==> src/rtl/booth_divider.sv <==
// Sequential signed divider: restoring division on magnitudes with sign fix-up,
// 2N-bit dividend by N-bit divisor, start/busy/done handshake.
module booth_divider #(
  parameter int N = 4
) (
  input  logic           clk,
  input  logic           rst_n,
  input  logic           start,
  input  logic [2*N-1:0] dividend,
  input  logic [N-1:0]   divisor,
  output logic [N-1:0]   quotient,
  output logic [N-1:0]   remainder,
  output logic           busy,
  output logic           done,
  output logic           overflow,
  output logic           div_by_zero
);

  localparam int CW = $clog2(2*N) + 1;
  // Smallest quotient magnitude that no longer fits as a positive N-bit value.
  localparam logic [2*N-1:0] Q_LIM = {{N{1'b0}}, 1'b1, {(N-1){1'b0}}};

  typedef enum logic [1:0] {IDLE, CALC, FIN} state_t;

  state_t         state_q;
  logic [2*N-1:0] rq_q;
  logic [N-1:0]   dvs_q;
  logic [N:0]     part_q;
  logic [CW-1:0]  cnt_q;
  logic           q_neg_q;
  logic           r_neg_q;
  logic           dz_pend_q;
  logic [N-1:0]   quot_q;
  logic [N-1:0]   rem_q;
  logic           busy_q;
  logic           done_q;
  logic           ovf_q;
  logic           dz_q;

  logic [2*N-1:0] dvd_abs;
  logic [N-1:0]   dvs_abs;
  logic [N:0]     shift_val;
  logic           sub_ok;
  logic [N:0]     part_d;
  logic [2*N-1:0] rq_d;
  logic [2*N-1:0] qmag_neg;
  logic [N-1:0]   quot_d;
  logic [N-1:0]   rem_d;
  logic           ovf_d;

  // NOTE: every signal here is assigned on every path, so no latch is inferred.
  always_comb begin
    dvd_abs   = dividend[2*N-1] ? (~dividend + (2*N)'(1)) : dividend;
    dvs_abs   = divisor[N-1] ? (~divisor + N'(1)) : divisor;
    // The dividend register doubles as the quotient register: dividend bits
    // leave at the top while quotient bits enter at the bottom.
    shift_val = {part_q[N-1:0], rq_q[2*N-1]};
    sub_ok    = shift_val >= {1'b0, dvs_q};
    part_d    = sub_ok ? (shift_val - {1'b0, dvs_q}) : shift_val;
    rq_d      = {rq_q[2*N-2:0], sub_ok};
    qmag_neg  = ~rq_q + (2*N)'(1);
    quot_d    = q_neg_q ? qmag_neg[N-1:0] : rq_q[N-1:0];
    rem_d     = r_neg_q ? (~part_q[N-1:0] + N'(1)) : part_q[N-1:0];
    ovf_d     = q_neg_q ? (rq_q > Q_LIM) : (rq_q >= Q_LIM);
  end

  // NOTE: sequential state uses non-blocking assignments only, so every
  // register samples the pre-edge values regardless of statement order.
  always_ff @(posedge clk or negedge rst_n) begin
    if (!rst_n) begin
      state_q   <= IDLE;
      rq_q      <= '0;
      dvs_q     <= '0;
      part_q    <= '0;
      cnt_q     <= '0;
      q_neg_q   <= 1'b0;
      r_neg_q   <= 1'b0;
      dz_pend_q <= 1'b0;
      quot_q    <= '0;
      rem_q     <= '0;
      busy_q    <= 1'b0;
      done_q    <= 1'b0;
      ovf_q     <= 1'b0;
      dz_q      <= 1'b0;
    end else begin
      case (state_q)
        IDLE: begin
          done_q <= 1'b0;
          if (start) begin
            if (divisor == '0) begin
              dz_pend_q <= 1'b1;
              state_q   <= FIN;
            end else begin
              rq_q      <= dvd_abs;
              dvs_q     <= dvs_abs;
              q_neg_q   <= dividend[2*N-1] ^ divisor[N-1];
              r_neg_q   <= dividend[2*N-1];
              part_q    <= '0;
              cnt_q     <= '0;
              dz_pend_q <= 1'b0;
              busy_q    <= 1'b1;
              state_q   <= CALC;
            end
          end
        end
        CALC: begin
          if (cnt_q == CW'(2*N)) begin
            state_q <= FIN;
          end else begin
            part_q <= part_d;
            rq_q   <= rq_d;
            cnt_q  <= cnt_q + CW'(1);
          end
        end
        FIN: begin
          // First FIN cycle publishes the result; the second ends the pulse.
          if (!done_q) begin
            done_q <= 1'b1;
            busy_q <= 1'b0;
            if (dz_pend_q) begin
              quot_q <= '0;
              rem_q  <= '0;
              ovf_q  <= 1'b0;
              dz_q   <= 1'b1;
            end else begin
              quot_q <= quot_d;
              rem_q  <= rem_d;
              ovf_q  <= ovf_d;
              dz_q   <= 1'b0;
            end
          end else begin
            done_q  <= 1'b0;
            state_q <= IDLE;
          end
        end
        default: state_q <= IDLE;
      endcase
    end
  end

  assign quotient    = quot_q;
  assign remainder   = rem_q;
  assign busy        = busy_q;
  assign done        = done_q;
  assign overflow    = ovf_q;
  assign div_by_zero = dz_q;

endmodule

==> config.mk <==
export PLATFORM = sky130hd
export DESIGN_NAME = booth_divider
export DESIGN_NICKNAME = d
export VERILOG_FILES = /design/src/rtl/booth_divider.sv
export SDC_FILE = /design/constraint.sdc
export NUM_CORES = 1
export LEC_CHECK = 0
export ABC_AREA = 1
export BUFFER_PORTS_ARGS = -buffer_cell sky130_fd_sc_hd__buf_2
export CAP_MARGIN = 30
export CORE_MARGIN = 1
export CORE_UTILIZATION = 25
export CTS_BUF_LIST = sky130_fd_sc_hd__clkbuf_2 sky130_fd_sc_hd__clkbuf_4 sky130_fd_sc_hd__clkbuf_8
export CTS_CLUSTER_SIZE = 16
export DETAILED_ROUTE_END_ITERATION = 10
export PLACE_DENSITY = 0.48
export SLEW_MARGIN = 20
export SYNTH_ARGS = -nofsm -noshare
export SYNTH_HDL_FRONTEND = slang
export SYNTH_SLANG_ARGS = --single-unit
==> constraint.sdc <==
create_clock -name clk -period 1.6 [get_ports clk]
set_input_delay 0.4 -clock clk [delete_from_list [all_inputs] [get_ports clk]]
set_output_delay 0.4 -clock clk [all_outputs]
set_load 0.02 [all_outputs]
## Yosys cells after proc, flatten, opt, wreduce, memory -nomap -nowiden

Index checks and enable logic that the tools add are counted.

| operators by class | value |
|---|---|
| $lt $le $gt $ge | 3 |
| reductions and logical operators | 10 |
| equal/unequal tests | 9 |
| add/subtract/negate cells | 6 |
| multiplexer cells | 34 |
| bitwise logic cells | 7 |

Operator list:

| cell | count |
|---|---|
| 4-bit 2-to-1 mux | 12 |
| 8-bit 2-to-1 mux | 4 |
| 4-bit by 1-bit adder with 4-bit output (second input constant) | 4 |
| 4-bit case mux with 2 select lines | 2 |
| 8-bit case mux with 2 select lines | 1 |
| 2-bit inequality test (second input constant) | 6 |
| 4-bit inverter | 3 |
| 8-bit by 1-bit adder with 8-bit output (second input constant) | 1 |
| 8-bit by 4-bit greater-or-equal comparator with 1-bit output (second input constant) | 1 |
| 8-bit by 4-bit greater-than comparator with 1-bit output (second input constant) | 1 |
| 1-bit 2-to-1 mux | 8 |
| 2-bit 2-to-1 mux | 4 |
| 8-bit inverter | 1 |
| 4-bit AND reduction | 2 |
| 2-bit case mux with 3 select lines | 1 |
| 3-bit AND reduction | 2 |
| 5-bit by 4-bit greater-or-equal comparator with 1-bit output | 1 |
| 4-bit == test (second input constant) | 1 |
| 4-bit zero test | 1 |
| 1-bit case mux with 2 select lines | 2 |
| 2-bit AND reduction | 2 |
| 2-bit nonzero test | 2 |
| 4-bit subtractor | 1 |
| 2-bit by 1-bit == test with 1-bit output (second input constant) | 1 |
| other kinds (4) | 5 |

| storage, ports and cells | value |
|---|---|
| logic and storage cells | 83 |
| flip-flop bits (word level) | 37 |
| input bits | 15 |
| output and inout bits | 12 |

## Longest topological paths before layout

Gate-level depths: netlist (run 1).

| logic depth | value |
|---|---|
| depth after elaboration | 6 |
| mapped depth | 10 |
| depth with buffers taken out | 10 |

## Worst setup path before layout (run 1)

Ideal clock, no wire load.

| timing | value |
|---|---|
| kind | reg2reg |
| start point | reg rq_q[7] |
| end point | reg part_q[2] |
| setup slack | 0.208 ns |
| setup time | 0.117 ns |
| stages on the path, launching flop included | 9 |
| period minus slack after synthesis | 1.392 ns |
| path buffers | 0 |
| required time | 1.483 ns |
| arrival | 1.274 ns |
| path through | dfrtp_1 inv_1 ha_1 inv_1 fa_1 xnor2_1 nand2_1 nand3_1 nand2_1 |

| between the ends | value |
|---|---|
| longest elaborated chain between the ends | 4 |
| elaborated cells between the ends (all ways) | 5 |
| classes of those cells | add/sub (1); order compare (1); mux (3) |

Ends and longest elaborated chain:

| what | line | source |
|---|---|---|
| from (decl) | 26 | `logic [2*N-1:0] rq_q;` |
| from (signal assigned) | 94 | `rq_q <= dvd_abs;` |
| from (signal assigned) | 111 | `rq_q <= rq_d;` |
| 4-bit subtractor or 5-bit by 4-bit greater-or-equal comparator with 1-bit output (tied branches) | 59, 58 |  |
| 4-bit 2-to-1 mux * | 59 | `part_d = sub_ok ? (shift_val - {1'b0, dvs_q}) : shift_val;` |
| 4-bit 2-to-1 mux * | 107 | `if (cnt_q == CW'(2*N)) begin` |
| 4-bit case mux with 2 select lines * | 86 | `case (state_q)` |
| to (signal assigned) | 110 | `part_q <= part_d;` |
| to (decl) | 28 | `logic [N:0] part_q;` |

Mark *: on every way between the ends. The rest lies on a longest branch, timed or not. The select of a mux whose other input is x is not followed.
A chain may end at the register's enable or synchronous reset.

## Worst setup path after layout (run 1)

| timing | value |
|---|---|
| start point | reg dvs_q[1] |
| end point | reg part_q[1] |

| between the ends | value |
|---|---|
| longest elaborated chain between the ends | 4 |
| elaborated cells between the ends (all ways) | 5 |
| classes of those cells | add/sub (1); order compare (1); mux (3) |

Ends and longest elaborated chain:

| what | line | source |
|---|---|---|
| from (decl) | 27 | `logic [N-1:0] dvs_q;` |
| from (signal assigned) | 95 | `dvs_q <= dvs_abs;` |
| 4-bit subtractor or 5-bit by 4-bit greater-or-equal comparator with 1-bit output (tied branches) | 59, 58 |  |
| 4-bit 2-to-1 mux * | 59 |  |
| 4-bit 2-to-1 mux * | 107 |  |
| 4-bit case mux with 2 select lines * | 86 |  |

Marked as above.

==> impl_metrics.csv, run 1 <==
group,metric,value,unit
die,die_w,94.2,um
critical_path,rrSetupSlack,0.10,ns
clock_network,numCtsBuffers,5,
pwr,p_per_area,2020,nW/um^2
drt,drc,0,
hold_path,hold_class,"in -> async",
layout,fin_cells,415,
placed_design,dpl.cell_count,407,
global_routing,grt_pass1_wl,8.18,mm
synthesis,synth_area_leader_cell,"dfrtp_1",
global_routing,grt-ovfl-total,0,
critical_path,reg2reg_from,"dvs_q[1]",
clock_network,postCtsHoldBufs,0,
drt,first_pass_iters,4,
timing,min_period_over_period,0.935,
pwr,peakVddDrop,466,uV
clock_network,clock_latency,0.29,ns
drt,vias_per_cell,4.46,
synthesis,synthSimpleGateAreaFrac,0.295,
timing,final-max-slew-violation-count,0,
synthesis,synth_xor_area_frac,0.0247,
drt,drt_iter0_drc,75,
clock_network,cts_root_buf,"clkbuf_8",
synthesis,muxShareOfSynthArea,0,
outcome,status,"completed",
timing,worst_slew_margin_rel,0.744,
clock_network,cts_buffer_depth,2,
die,die_h,94.2,um
synthesis,ys_seq_elements,37,
die,row_count,33,
layout,final_common_cell,"nand2_1",
global_routing,grt_max_degree,38,
clock_network,htree_num_levels,2,
layout,diodes,0,
global_routing,grt_pass1_vias,1714,
timing,worst_clock_skew,0.0122,ns
synthesis,synthCells,274,
synthesis,async_flop_share,1.00,
synthesis,syn_area_per_cell,7.76,um^2
timing,period_needed,1.50,ns
synthesis,syn_area,2130,um^2
layout,final_nets,336,
layout,drive_gt1_frac,0.203,
timing,whs,0.0645,ns
synthesis,ys_seq_area_frac,0.435,
timing,hold_viol_final,0,
timing,timing.fmax,668,MHz
synthesis,yosysTopAreaCellShare,0.435,
synthesis,ys.flop_type,"dfrtp_1",
timing,finalSetupViolations,0,
layout,area_growth,19.9,%
critical_path,critPathRequiredTime,1.77,ns
pwr,power_leakage,1.29,nW
synthesis,synth_cell_types,31,
global_routing,antenna_found_initial,0,
critical_path,startpoint_type,"flop",
die,io_pins,27,
synthesis,yosys-top-cells-area,"dfrtp_1 44%, nand2_1 14%, nand3_1 6.6%",
synthesis,synthAdderAreaFrac,0.0682,
placed_design,gp_congestion,0.840,
layout,regArea,926,um^2
timing,setup_tns,0,ns
critical_path,critical_path_class,"reg -> reg",
synthesis,synth_top_family_by_area,"simple AND/OR/NAND/NOR gates",
global_routing,grt_usage,0.121,
synthesis,synth_compound_area_frac,0.0988,
drt,drt-total-wl,4.91,mm
layout,nFillCells,881,
job,max_cap_violations,0,
die,die_area,8880,um^2
die,start_util,0.259,
layout,layout_common_cells,"77 x nand2_1, 37 x dfrtp_1, 28 x inv_1, 28 x nand3_1, 26 x buf_2",
die,coreArea,8220,um^2
synthesis,syn-num-nets,300,
placed_design,hpwlAfterDp,3.66,mm
clock_network,path_clk_slew,0.07,ns
timing,tightest_slew,0.382,ns
drt,routedWlPerCell,11.8,um
clock_network,cts_tree,"done",
critical_path,r2r_end,"part_q[1]",
critical_path,reg2reg_depth,9,
layout,multi_input_area,1070,um^2
critical_path,end_kind,"flop",
synthesis,synth_edf_count,0,
critical_path,arrival,1.67,ns
synthesis,synth_warnings,0,
placed_design,port_buffers,26,
drt,routed-via-count,1849,
critical_path,critical_path_peak_fanout,4,
drt,final_antenna_net_count,0,
clock_network,clock-sinks,37,
per-stage QoR:
stage	area [um^2]	setup slack, ns	power (mW)	utilization
CTS	2510	0.0442	5.05	0.305
floorplan	2130	0.208	3.63	-
detailed placement	2420	0.0354	4.35	0.294
finish	2550	0.103	5.15	0.310
global route	2550	-0.0167	5.71	0.310
global placement	2420	0.0540	4.32	0.294
cell families after synthesis:
logic type                 count (synthesis)
and+or+nand+nor                          144
buffers and inverters                     40
DFF                                       37
AOI/OAI and AO/OA                         36
adders and majority gates                 11
xor gates and xnor gates                   6
power breakdown:
| group | leakage, nW | total [mW] | switching [mW] | internal (mW) |
|---|---|---|---|---|
| registers | 0.465 | 1.65 | 0.288 | 1.36 |
| logic | 0.783 | 2.83 | 1.76 | 1.07 |
| clock network | 0.0433 | 0.678 | 0.337 | 0.341 |
| total | 1.29 | 5.15 | 2.38 | 2.77 |
how the worst max path moves through the flow:
stage                     startpoint        end
final                       dvs_q[1]  part_q[1]
after global routing        dvs_q[1]  part_q[2]
after CTS                  part_q[1]  part_q[0]
after detailed placement  divisor[1]    rq_q[4]
after global placement    divisor[0]    rq_q[6]
after floorplan              rq_q[7]  part_q[2]
cell type report:
cell class	instances	area share
clock buffers	6	0.0324
inverters	36	0.0544
clock inverters	1	0.00294
multi-input cells	197	0.419
flip-flops and latches	37	0.363
repair buffers	33	0.0765
well taps	105	0.0515
metal layers:
layer / wire (um) / vias up / track usage
met5: 0 / - / 0
met4: 49 / 0 / 0.0462
met3: 176 / 5 / 0.0267
met2: 2240 / 27 / 0.190
met1: 2450 / 867 / 0.160
li1: - / 950 / -
sequential cells by signal, summed over array words and instances (netlist names):
register	cells
busy	1
cnt_q	4
div_by_zero	1
done	1
dvs_q	4
dz_pend_q	1
overflow	1
part_q	4
q_neg_q	1
quotient	4
r_neg_q	1
remainder	4
rq_q	8
state_q	2
synth_stat cells, drive strengths merged (2+ instances only):
library cell,instances
xor2,4
ha,10
a21oi,6
buf,4
nor3,2
dfrtp,37
nand3,28
nand4,2
xnor2,2
nor2,28
nand2,82
inv,35
o211ai,3
o21ai,23
critical path, cell delays in order (launching register included):
cell,delay [ns]
dfrtp_1,0.37
inv_2,0.08
ha_1,0.24
nand2_1,0.08
nor2_1,0.05
nor2_2,0.18
buf_4,0.15
nand3_1,0.08
nand3_1,0.09
nand2_1,0.06
repair_timing:
action | 4_1_cts | 5_1_grt
setup buffers | 0 | 1
endpoints found under the setup margin | 0 | 5
resized for setup | 0 | 6
Note: power is estimated with default switching activity, not from simulation.
==> run 2, diff against run 1 <==
--- a/config.mk
+++ b/config.mk
@@ -13,7 +13,7 @@
 export CTS_BUF_LIST = sky130_fd_sc_hd__clkbuf_2 sky130_fd_sc_hd__clkbuf_4 sky130_fd_sc_hd__clkbuf_8
 export CTS_CLUSTER_SIZE = 16
 export DETAILED_ROUTE_END_ITERATION = 10
-export PLACE_DENSITY = 0.48
+export PLACE_DENSITY = 0.49
 export SLEW_MARGIN = 20
 export SYNTH_ARGS = -nofsm -noshare
 export SYNTH_HDL_FRONTEND = slang
==> constraint.sdc (replaced) <==
create_clock -name clk -period 1.3 [get_ports clk]
set_input_delay 0.325 -clock clk [delete_from_list [all_inputs] [get_ports clk]]
set_output_delay 0.325 -clock clk [all_outputs]
set_load 0.02 [all_outputs]
==> impl_metrics.csv, run 2 (same netlist as run 1, synthesis figures left out) <==
group,metric,value,unit
timing,worst_clock_skew,0.00437,ns
timing,timing.final.ws_setup,-0.0900,ns
timing,timing.fmax,719,MHz
job,max_cap_violations,0,
placed_design,hpwlAfterDp,4.02,mm
die,start_util,0.259,
global_routing,grt_usage,0.129,
layout,final_common_cell,"nand2_1",
drt,routedWlPerCell,12.1,um
critical_path,arrival,1.58,ns
outcome,status,"finished, violations left",
timing,worst_slew_margin_rel,0.826,
pwr,power_leakage,1.57,nW
drt,drt-total-wl,5.55,mm
pwr,switching_power,3.79,mW
timing,setup_tns,-0.365,ns
layout,drive_gt1_frac,0.432,
critical_path,critPathRequiredTime,1.49,ns
hold_path,hold_class,"in -> reg",
layout,largest_reg_flops,8,
pwr,peakVddDrop,851,uV
clock_network,clock_latency,0.29,ns
placed_design,port_buffers,26,
drt,first_pass_iters,5,
timing,period_needed,1.39,ns
critical_path,end_kind,"flop",
pwr,sw_frac_of_total,0.441,
placed_design,dp_slack,-0.158,ns
layout,layout_common_cells,"68 x nand2_1, 37 x buf_4, 35 x dfrtp_1",
die,die_area,8880,um^2
outcome,failed_checks,"setup timing",
drt,vias_per_cell,4.44,
timing,min_period_over_period,1.07,
drt,routed-via-count,2039,
critical_path,startpoint_type,"flop",
clock_network,numCtsBuffers,5,
pwr,p_per_area,2650,nW/um^2
layout,fin_util,0.395,
clock_network,cts_tree,"done",
layout,fin_cells,459,
layout,area_growth,52.8,%
die,row_count,33,
pwr,clkPwrFrac,0.125,
clock_network,cts_buffer_depth,2,
timing,tightest_slew,0.259,ns
global_routing,grt_pass1_wl,8.75,mm
pwr,p_int,4.81,mW
layout,regMostFlops,"rq_q",
critical_path,critical_path_class,"reg -> reg",
die,io_pins,27,
pwr,finalPower,8.61,mW
die,die_w,94.2,um
layout,diodes,0,
timing,hold_viol_final,0,
timing,finalSetupViolations,5,
clock_network,cts_root_buf,"clkbuf_8",
placed_design,gp_congestion,0.775,
clock_network,path_clk_slew,0.08,ns
drt,drt_iter0_drc,88,
global_routing,antenna_found_initial,0,
pwr,seqPwrFrac,0.244,
clock_network,clock-sinks,37,
drt,final_antenna_net_count,0,
die,die_h,94.2,um
timing,final-max-slew-violation-count,0,
critical_path,critical_path_peak_fanout,6,
global_routing,grt_max_degree,38,
clock_network,htree_num_levels,2,
die,coreArea,8220,um^2
drt,drc,0,
layout,final_nets,379,
placed_design,dpl.cell_count,445,
global_routing,grt_pass1_vias,1855,
global_routing,grt-ovfl-total,0,
pwr,combPwrFrac,0.632,
timing,rsz0062_at_grt,"true",
## run 2: through the flow
| stage | cell area (um^2) | hold WS (ns) |
|---|---|---|
| final | 3250 | 0.319 |
| after global routing | 3250 | 0.342 |
| after global placement | 2750 | 0.313 |
| after floorplan | 2170 | 0.0294 |
| after detailed placement | 2750 | 0.314 |
| after CTS | 3000 | 0.350 |
## run 2: path summary, 6_finish.rpt
check / slack (ns) / from / end / depth (start not counted)
max: -0.09 / part_q[2] / part_q[2] / 6
min: 0.32 / divisor[1] / dvs_q[3] / 4
max reg2reg: -0.09 / part_q[2] / part_q[2] / 6
min reg2reg: 0.47 / busy / busy / 2
max in group asynchronous: 0.56 / rst_n / state_q[0] / 3
min in group asynchronous: 0.52 / rst_n / remainder[0] / 3
## run 2: critical path: stages, from the launching register on
cell	delay [ns]
dfrtp_2	0.45
ha_4	0.16
or2_4	0.23
nor2_4	0.19
nand3_1	0.13
nand3_2	0.09
nand2_1	0.04
## run 2: area by class of cell
type / instances / area (um^2)
Fill cell: 815 / 4970
Multi-Input combinational cell: 197 / 1350
Sequential cell: 37 / 928
Timing Repair Buffer: 76 / 562
Inverter: 36 / 163
Tap cell: 105 / 131
Clock buffer: 6 / 82.6
Clock inverter: 2 / 37.5
## run 2: power by group through the flow
stage | clock network [mW] | registers (mW) | logic (mW)
3_3_place_gp | 0 | 2.04 | 4.08
2_1_floorplan | 0 | 2.18 | 2.43
5_1_grt | 1.14 | 2.17 | 6.03
6_report | 1.07 | 2.10 | 5.44
3_5_place_dp | 0 | 2.05 | 4.11
4_1_cts | 1.10 | 2.07 | 4.55
## run 2: routing by layer
| layer | up-vias | GRT usage | part of all wire |
|---|---|---|---|
| li1 | 1042 | - | - |
| met1 | 961 | 0.174 | 0.48 |
| met2 | 32 | 0.207 | 0.48 |
| met3 | 4 | 0.0267 | 0.032 |
| met4 | 0 | 0.0346 | 0.0063 |
| met5 | - | 0 | 0 |
## run 2: what timing repair did
| action | CTS | global route |
|---|---|---|
| pin swaps | 13 | 23 |
| setup endpoints to repair | 16 | 31 |
| hold buffers | 1 | 0 |
| resized for setup | 30 | 57 |
| cloned | 0 | 0 |
| buffers inserted | 1 | 4 |
| endpoints found under the hold margin | 27 | 0 |
